## config.mk

```make
export PLATFORM = sky130hd
export DESIGN_NAME = rr_mux_arbiter
export DESIGN_NICKNAME = d
export VERILOG_FILES = /design/src/rtl/rr_mux_pkg.sv /design/src/rtl/rr_mux_arbiter_mux.sv /design/src/rtl/rr_mux_arbiter.sv
export SDC_FILE = /design/constraint.sdc
export NUM_CORES = 1
export LEC_CHECK = 0
export CORE_ASPECT_RATIO = 1.25
export CORE_UTILIZATION = 29
export CTS_CLUSTER_SIZE = 16
export DETAILED_ROUTE_END_ITERATION = 10
export GPL_TIMING_DRIVEN = 0
export PLACE_DENSITY = 0.59
export SLEW_MARGIN = 25
export SYNTH_ARGS = -nofsm -noshare
export SYNTH_HDL_FRONTEND = slang
export SYNTH_SLANG_ARGS = --single-unit
```

## constraint.sdc

```tcl
create_clock -name clk -period 3 [get_ports clk]
set_clock_uncertainty 0.2 [all_clocks]
set_input_delay 0.9 -clock clk [delete_from_list [all_inputs] [get_ports clk]]
set_output_delay 0.9 -clock clk [all_outputs]
set_load 0.02 [all_outputs]
```

## src/rtl/rr_mux_pkg.sv

```systemverilog
// Shared types and constants for the round-robin mux arbiter.
// Holds the arbiter state encoding and the width of the stall counter.
package rr_mux_pkg;

    typedef enum logic {
        IDLE  = 1'b0,
        GRANT = 1'b1
    } state_t;

    localparam int TCNT_W = 8;

endpackage

```

## src/rtl/rr_mux_arbiter_mux.sv

```systemverilog
// Purely combinational N-bit-select data mux.
// Requester i's word occupies bits [i*W +: W] of the flat input.
module nbit_mux #(
    parameter int N = 2,
    parameter int W = 8
) (
    input  logic [(2**N)*W-1:0] in,
    input  logic [N-1:0]        s,
    output logic [W-1:0]        out
);

    assign out = in[s*W +: W];

endmodule

```

## src/rtl/rr_mux_arbiter.sv

```systemverilog
// Round-robin arbiter that grants one of 2**N requesters and muxes its data out.
// A stalled grant is aborted after TMO cycles without downstream acceptance.
module rr_mux_arbiter
    import rr_mux_pkg::*;
#(
    parameter int N   = 2,
    parameter int W   = 8,
    parameter int TMO = 15
) (
    input  logic                 clk,
    input  logic                 rst,
    input  logic [2**N-1:0]      req,
    input  logic [(2**N)*W-1:0]  in,
    input  logic                 out_ready,
    output logic [N-1:0]         s,
    output logic [2**N-1:0]      grant,
    output logic                 out_valid,
    output logic [W-1:0]         out_data,
    output logic                 timeout
);

    localparam int M = 2**N;

    state_t              state;
    logic [N-1:0]        last;
    logic [N-1:0]        winner;
    logic [N-1:0]        cand;
    logic                found;
    logic [TCNT_W-1:0]   tcnt;
    logic [TCNT_W-1:0]   tcnt_nxt;

    // Search starts just after the last served requester and wraps; the
    // N-bit addition wraps modulo 2**N on its own.
    always_comb begin
        winner = '0;
        found  = 1'b0;
        cand   = '0;
        for (int k = 1; k <= M; k++) begin
            cand = last + N'(k);
            if (!found && req[cand]) begin
                winner = cand;
                found  = 1'b1;
            end
        end
    end

    assign tcnt_nxt = tcnt + TCNT_W'(1);

    // Transfer beats withdrawal, which beats timeout; withdrawal leaves
    // last untouched so the withdrawing requester keeps its place.
    always_ff @(posedge clk) begin
        if (rst) begin
            state     <= IDLE;
            s         <= '0;
            grant     <= '0;
            out_valid <= 1'b0;
            timeout   <= 1'b0;
            tcnt      <= '0;
            last      <= N'(M - 1);
        end else begin
            timeout <= 1'b0;
            case (state)
                IDLE: begin
                    if (found) begin
                        s         <= winner;
                        grant     <= M'(1) << winner;
                        out_valid <= 1'b1;
                        tcnt      <= '0;
                        state     <= GRANT;
                    end
                end
                GRANT: begin
                    if (out_ready) begin
                        last      <= s;
                        grant     <= '0;
                        out_valid <= 1'b0;
                        state     <= IDLE;
                    end else if (!req[s]) begin
                        grant     <= '0;
                        out_valid <= 1'b0;
                        state     <= IDLE;
                    end else if (tcnt_nxt == TCNT_W'(TMO)) begin
                        timeout   <= 1'b1;
                        last      <= s;
                        grant     <= '0;
                        out_valid <= 1'b0;
                        state     <= IDLE;
                    end else begin
                        tcnt <= tcnt_nxt;
                    end
                end
                default: state <= IDLE;
            endcase
        end
    end

    nbit_mux #(.N(N), .W(W)) u_mux (
        .in  (in),
        .s   (s),
        .out (out_data)
    );

endmodule
```

======== After elaboration in Yosys (flattened, before gate mapping) ========
Index checks and enable logic that the tools add are counted.
word-level totals
  output and inout bits ................... 16
  bits of input ports ..................... 39
  flip-flop bits (word level) ............. 19
  logic and storage cells ................. 81
cells by class
  add/subtract/negate cells ............... 4
  equality and inequality tests ........... 6
  order comparisons ....................... 5
  bitwise operators ....................... 2
  reductions and logical operators ........ 13
  shifts and indexed selects .............. 2
  mux-type cells .......................... 42
operator list
  kind                 count
  $mux 8               4
  $shiftx 32x6->8      1
  $mux 1               18
  $mux 4               4
  $pmux 8 s2           1
  $lt 2x3->1 const B   5
  $mux 2               7
  $bmux 1 s2           5
  $add 8x1->8 const B  1
  $eq 8x4->1 const B   1
  $pmux 4 s2           1
  $ne 2x2->1 const B   3
  $add 2x2->2 const B  2
  $ne 4x3->1 const B   1
  $pmux 1 s2           2
  $reduce_and 2->1     2
  $reduce_and 4->1     1
  $reduce_bool 2->1    2
  $reduce_or 4->1      1
  $shl 1x2->4 const A  1
  $logic_and 1x1->1    3
  $logic_not 1->1      3
  $reduce_and 3->1     1
  $add 2x1->2 const B  1
  2 further kinds      3

======== Longest topological paths before layout ========
Gate-level depths: netlist of the first run.
  depth after elaboration ................. 16
  gate-level depth with buffers ........... 6
  mapped depth without buffers ............ 6

======== Modules after synthesis ========
A second synthesis of the first run with hierarchy kept.
unflattened totals
  cells, all modules ...................... 138
  area, all modules ....................... 1340.0 sq um
by module, submodules not included
  module          cells an instance  seq. area each (sq um)  area an instance (sq um)  instances
  rr_mux_arbiter  128                380.4                   1143.6                    1
  nbit_mux        10                 0.0                     196.4                     1

======== Least setup slack after synthesis of the first run ========
Ideal clock, no wire load.
  path kind ............................... register to output
  start point ............................. register s[0]
  end point ............................... output out_data[0]
  stages on the path, launching flop included .. 3
  data required time ...................... 1.900 ns
  data arrival time ....................... 1.598 ns
  path slack .............................. 0.302 ns
  cells stage by stage .................... dfxtp_1 -> buf_1 -> mux4_2
between the ends
  word-level cells in the longest chain between the ends .. 1
RTL lines
  item                      line                      text
  start: declaration        rr_mux_arbiter.sv:15      output logic [N-1:0] s,
  start signal: assignment  rr_mux_arbiter.sv:65      s <= winner;
  $shiftx 32x6->8           rr_mux_arbiter_mux.sv:12  assign out = in[s*W +: W];
  end: declaration          rr_mux_arbiter.sv:18      output logic [W-1:0] out_data,
Every way passes these cells.

======== Worst setup path in the final report of the first run ========
  start point ............................. input req[3]
  end point ............................... register grant[2]
between the ends
  word-level cells in the longest chain between the ends .. 15
  elaborated cells on any way between the ends .. 32
  classes of those cells .................. eq/ne (2); shift (1); mux (22); reduce/logical (7)
RTL lines
  item                          line                  text
  start: declaration            rr_mux_arbiter.sv:12  input logic [2**N-1:0] req,
  $bmux 1 s2                    rr_mux_arbiter.sv:40  if (!found && req[cand]) begin
  $mux 1 (not written as such)  rr_mux_arbiter.sv:40
  $mux 1                        rr_mux_arbiter.sv:40
  $logic_not 1->1               rr_mux_arbiter.sv:40
  $logic_and 1x1->1             rr_mux_arbiter.sv:40
  $mux 1                        rr_mux_arbiter.sv:40
  $logic_not 1->1               rr_mux_arbiter.sv:40
  $logic_and 1x1->1             rr_mux_arbiter.sv:40
  $mux 1                        rr_mux_arbiter.sv:40
  $logic_not 1->1               rr_mux_arbiter.sv:40
  $logic_and 1x1->1             rr_mux_arbiter.sv:40
  $mux 2                        rr_mux_arbiter.sv:40
  $shl 1x2->4                   rr_mux_arbiter.sv:66  grant <= M'(1) << winner;
  $mux 4                        rr_mux_arbiter.sv:64  if (found) begin
  $pmux 4 s2                    rr_mux_arbiter.sv:62  case (state)
  end signal: assignment        rr_mux_arbiter.sv:66
  end: declaration              rr_mux_arbiter.sv:16  output logic [2**N-1:0] grant,
Parallel ways exist; a longest one is shown, timed or not. The select of a mux whose other input is x is not followed.
A chain may end at the register's enable or synchronous reset.

==> results of run 1 <==
==> worst register-to-register path: stages (launching register included) <==
cell     delay (ns)
dfxtp_1        0.46
mux4_1         0.65
nor3b_4        0.21
o21a_1         0.19
a21oi_1        0.37
o32ai_1        0.15
==> registers in the layout, summed over array words and instances (netlist names) <==
name       flops
grant          4
out_valid      1
state          1
tcnt           8
timeout        1
s              2
last           2
==> synth_stat cells <==
master	count
dfxtp_1	19
nand2_1	12
nand3_1	11
a21oi_1	10
nor2_1	9
inv_1	8
mux4_2	7
a31oi_1	4
clkbuf_1	4
nand2b_1	4
o21ai_0	4
o32ai_1	4
nor2b_1	3
or3_1	3
a211oi_1	2
ha_1	2
mux4_1	2
nand4_1	2
nor4_1	2
o211ai_1	2
or2_2	2
a221oi_1	1
a22oi_1	1
buf_1	1
mux2_2	1
mux2i_1	1
nor3_1	1
nor3b_4	1
o21a_1	1
o21ai_2	1
o22ai_1	1
o2bb2ai_1	1
o31ai_1	1
xor2_1	1
==> cell families after synthesis <==
group	after synthesis	synth area share (%)
AO/OA/AOI/OAI	33	18.4
XOR/XNOR	1	0.750
adder cells (fa/ha/maj)	2	2.14
buffers and inverters	13	4.18
flip-flops	19	32.6
multiplexers	11	19.8
AND/OR/NAND/NOR	50	22.1
==> power by group through the flow <==
stage                     Combinational [uW]  Clock [uW]  Sequential, uW
after floorplan                          109           0             289
after global placement                   232           0             282
after detailed placement                 235           0             282
after CTS                                229         182             277
after global routing                     243         199             279
final                                    226         178             277
==> area by class of cell <==
class,count,area [um^2],area share [%]
multi-input combinational,97,734,40.8
timing repair buffer,54,522,29.0
sequential,19,380,21.1
tap,54,67.6,3.75
clock buffer,3,41.3,2.29
inverter,8,30.0,1.67
buffer,5,20.0,1.11
clock inverter,1,5.00,0.278
==> cells in the final DEF (no fill, tap or decap), drive strengths merged, types with 8 or more instances in the layout <==
| cell | n |
|---|---|
| a21oi | 10 |
| buf | 9 |
| clkdlybuf4s50 | 14 |
| dfxtp | 19 |
| dlygate4sd2 | 29 |
| inv | 8 |
| mux4 | 9 |
| nand2 | 12 |
| nand3 | 11 |
| nor2 | 9 |
==> through the flow <==
| stage | TNS (ns) | setup WS (ns) | total power (uW) | instance area, um^2 |
|---|---|---|---|---|
| 2_1_floorplan | 0 | 0.302 | 398 | 1170 |
| 3_3_place_gp | -4.84 | -0.465 | 513 | 1780 |
| 6_report | 0 | 0.0183 | 681 | 1800 |
| 5_1_grt | -0.553 | -0.122 | 721 | 1800 |
| 4_1_cts | 0 | 0.000280 | 688 | 1790 |
| 3_5_place_dp | -5.32 | -0.487 | 517 | 1780 |
==> how the worst max path moves through the flow <==
stage,startpoint,to,cells after the start
CTS,in[14],out_data[6],3
floorplan,s[0],out_data[0],2
detailed placement,in[0],out_data[0],3
global placement,in[0],out_data[0],3
global route,req[3],grant[2],6
finish,req[3],grant[2],6
==> per-layer routing <==
| layer | up-vias | GRT usage [%] |
|---|---|---|
| li1 | 605 | - |
| met1 | 564 | 17.5 |
| met2 | 57 | 32.3 |
| met3 | 3 | 4.26 |
| met4 | 0 | 5.56 |
| met5 | - | 0 |
==> metrics, run 1 <==
root buffer cell clkbuf_8; GR Util All Layers 16.9%; Overflow after GRT 0; routed wl met2 1800 um; Internal Power 477 uW; DRT Pass-1 Iters 4; Die Wd 58.7 um; max layer used met4; Worst Setup Path Type in2reg; PD cells 378 nW/um^2; kind of cell adding the most delay to the critical path compound AO/OA/AOI/OAI gates; Post-CTS Setup Repair Bufs 0; Post-CTS Resized 79; Worst Hold Launch out_valid; Initial Util 30.6%; RSZ-0062 raised after global routing true; area delta synth->final 54.2%; CP Data Required Time 2.93 ns; Final Setup Violations 0; switching pwr 204 uW; io pins 55; clk_lat worst skew 0.26 ns; largest area contributor in the netlist dfxtp_1; instance count of the mapped netlist 129; antenna violations before repair 0; critical path launch point type input pin; Clock Sink Count 19; reg-to-reg startpoint s[0]; Comb pwr share 33.3%; R2R depth 5; DP Cell Count 237; Synth Cell Area 1170 um^2; Max-slew headroom 60.5%; hold_ws 0.275 ns; Placement Rows 25; Hold Path Depth 2; Sw Ratio 29.9%; Routed WL per cell 14.6 um; Max Buffers Root-to-Sink 2; H-tree levels 1; Final Critical Period 2.98 ns; sequential share of power 40.6%; routed vias 1229; largest net degree at the start of global routing 12; clock power share 26.1%; # port buffers 54; CP Max Fanout 7; Chip Height 72.9 um; DRC 0; Vias/cell 5.10; initial DRC count 31; Synth Area per Inst 9.05 um^2; Tcrit/Tclk final 99.4%; Worst-path clk slew 0.07 ns; hold endpoint out_valid; Ant. Diodes 0; TritonCTS clock tree yes; post-synth top area share 32.6%; Die ar. 4280 um^2; Synth area leaders dfxtp_1, mux4_2, nand3_1, mux4_1, a21oi_1; layout cells sized above 1 13.9%; CP max-delay cell mux4_1; Hold Crit Class reg2reg; Synth Warn # 0; first-pass GRT wire length 5470 um; core box area 3820 um^2; achievable frequency 0.335 GHz; ANT nets after route 0; worst path arrival time 2.91 ns; HPWL after DPL 2780 um; Worst Setup End Kind flop; Least-Margin Pin Slew 0.592 ns; Layout Nets 229; Cell variety after synth 34; r2r setup slk 0.64 ns; vias in the first global route 1224; max cap viols 0; Final Hold Fails 0; outcome finished, final reports clean; Post-Syn Nets 170; Hold-fix buffers, CTS 0; worst reg2reg endpoint grant[2]; VDD IR-drop max 0.248 mV; crit-path cells clkdlybuf4s50_1 > mux4_1 > nor3b_4 > o21a_1 > a21oi_1 > o32ai_1; Slew Viols, Final 0; Inserted Clock Buffers 3; RD Place Congestion 0.798; max incr delay on CP 0.58 ns; sequential-to-total area share from yosys stat 32.6%; met3 wire len 318 um; Worst Path Buf+Inv 1; Yosys reg bits 19; Fillers 395; post-layout util 47.2%; DRT Wirelength 3510 um; Layout Cells excl Fill 241; Pleak 0.000699 uW; DRT met1 WL 1370 um
Power figures use the tool's default switching activity.
==> run 2: changes to the inputs <==
--- a/config.mk
+++ b/config.mk
@@ -6,11 +6,11 @@
 export NUM_CORES = 1
 export LEC_CHECK = 0
 export CORE_ASPECT_RATIO = 1.25
-export CORE_UTILIZATION = 29
+export CORE_UTILIZATION = 41
 export CTS_CLUSTER_SIZE = 16
 export DETAILED_ROUTE_END_ITERATION = 10
 export GPL_TIMING_DRIVEN = 0
-export PLACE_DENSITY = 0.59
+export PLACE_DENSITY = 0.79
 export SLEW_MARGIN = 25
 export SYNTH_ARGS = -nofsm -noshare
 export SYNTH_HDL_FRONTEND = slang
==> metrics, run 2 (synthesis gave the netlist of run 1 again) <==
outcome finished, final reports clean; max cap viols 0; Pleak 0.000690 uW; crit-path cells clkbuf_4 > mux4_2 > buf_6; Worst Setup End Kind output port; commonest non-fill, non-tap cell in the layout dlygate4sd2_1; TritonCTS clock tree yes; cell area after layout 1780 um^2; Die ar. 3070 um^2; io pins 55; clk_lat worst skew 0.30 ns; CP Data Required Time 1.90 ns; DRT Pass-1 Iters 4; Placement Rows 21; VDD IR-drop max 0.390 mV; Max Buffers Root-to-Sink 2; ANT nets after route 0; PD cells 360 nW/um^2; core box area 2680 um^2; Die Wd 49.7 um; Inserted Clock Buffers 3; first-pass GRT wire length 5570 um; Fillers 234; GR Util All Layers 24.1%; number of flip-flops under the largest register name 8; routed vias 1258; Chip Height 61.7 um; area delta synth->final 52.2%; Hold Crit Class reg2reg; H-tree levels 1; post-layout util 66.3%; achievable frequency 0.346 GHz; worst path arrival time 1.79 ns; RD Place Congestion 0.843; HPWL after DPL 2780 um; Layout Nets 230; Hold-fix buffers, CTS 0; critical path launch point type flop; layout cells sized above 1 16.0%; DRC 0; kind of cell adding the most delay to the critical path multiplexers; Clock Sink Count 19; Least-Margin Pin Slew 0.520 ns; commonest cells after routing, fill and taps aside dlygate4sd2_1, dfxtp_1, clkdlybuf4s50_1; Final Critical Period 2.89 ns; DRT Wirelength 3430 um; Final Setup Violations 0; Final Hold Fails 0; Overflow after GRT 0; # port buffers 54; max incr delay on CP 0.55 ns; Ant. Diodes 0; Vias/cell 5.67; Worst Setup Path Type reg2out; hold_ws 0.285 ns; Max-slew headroom 65.4%; Setup TNS 0 ns; largest net degree at the start of global routing 13; Slew Viols, Final 0; most flop-heavy register tcnt; RSZ-0062 raised after global routing false; Top Registers tcnt (8), grant (4); vias in the first global route 1202; CP Max Fanout 10; antenna violations before repair 0; initial DRC count 13; placed inst area 1750 um^2; root buffer cell clkbuf_4; Routed WL per cell 15.4 um; CP max-delay cell mux4_2; Worst Path Buf+Inv 2; Tcrit/Tclk final 96.4%; Initial Util 43.6%; Worst-path clk slew 0.12 ns
-- run 2: where the power goes --
| part | switching (uW) | internal, uW |
|---|---|---|
| registers | 12.6 | 264 |
| logic | 106 | 122 |
| clock network | 82.9 | 50.8 |
-- run 2: worst reg2reg max path, cell delays in order (launching register included) --
cell and delay [ns]:
dfxtp_1 0.49, mux4_1 0.64, nor3b_4 0.20, o21a_1 0.20
a21oi_2 0.24, o22ai_1 0.12
-- run 2: path summary, 6_finish.rpt --
kind	startpoint	endpoint	slack, ns	depth (start not counted)
min reg2reg	out_valid	out_valid	0.29	2
min	out_valid	out_valid	0.29	2
max reg2reg	s[0]	out_valid	0.80	5
max	s[0]	out_data[0]	0.11	3
-- run 2: cell type report --
| cell class | count | area [um^2] | share of cell area, % |
|---|---|---|---|
| Clock buffer | 3 | 22.5 | 1.27 |
| Inverter | 8 | 30.0 | 1.69 |
| Buffer | 5 | 23.8 | 1.34 |
| Sequential cell | 19 | 380 | 21.4 |
| Multi-Input combinational cell | 97 | 744 | 41.9 |
| Clock inverter | 1 | 7.51 | 0.423 |
| Timing Repair Buffer | 55 | 526 | 29.6 |
| Tap cell | 34 | 42.5 | 2.39 |
-- run 2: what timing repair did --
action,4_1_cts,5_1_grt
setup buffers,0,1
gates resized for setup,80,7
endpoints found under the setup margin,8,10
-- run 2: metrics by stage --
step,std cells,total power [uW],setup slack (ns)
floorplan,129,398,0.302
global placement,217,511,-0.469
detailed placement,217,515,-0.489
CTS,221,641,0.00345
global route,222,669,0.0340
finish,222,639,0.107
-- run 2: layer usage --
layer | vias up | part of all wire, % | track usage, %
met3 | 2 | 8.3 | 4.94
li1 | 610 | - | -
met5 | - | 0 | 0
met4 | 0 | 0.55 | 6.12
met2 | 53 | 55 | 50.2
met1 | 593 | 36 | 24.2
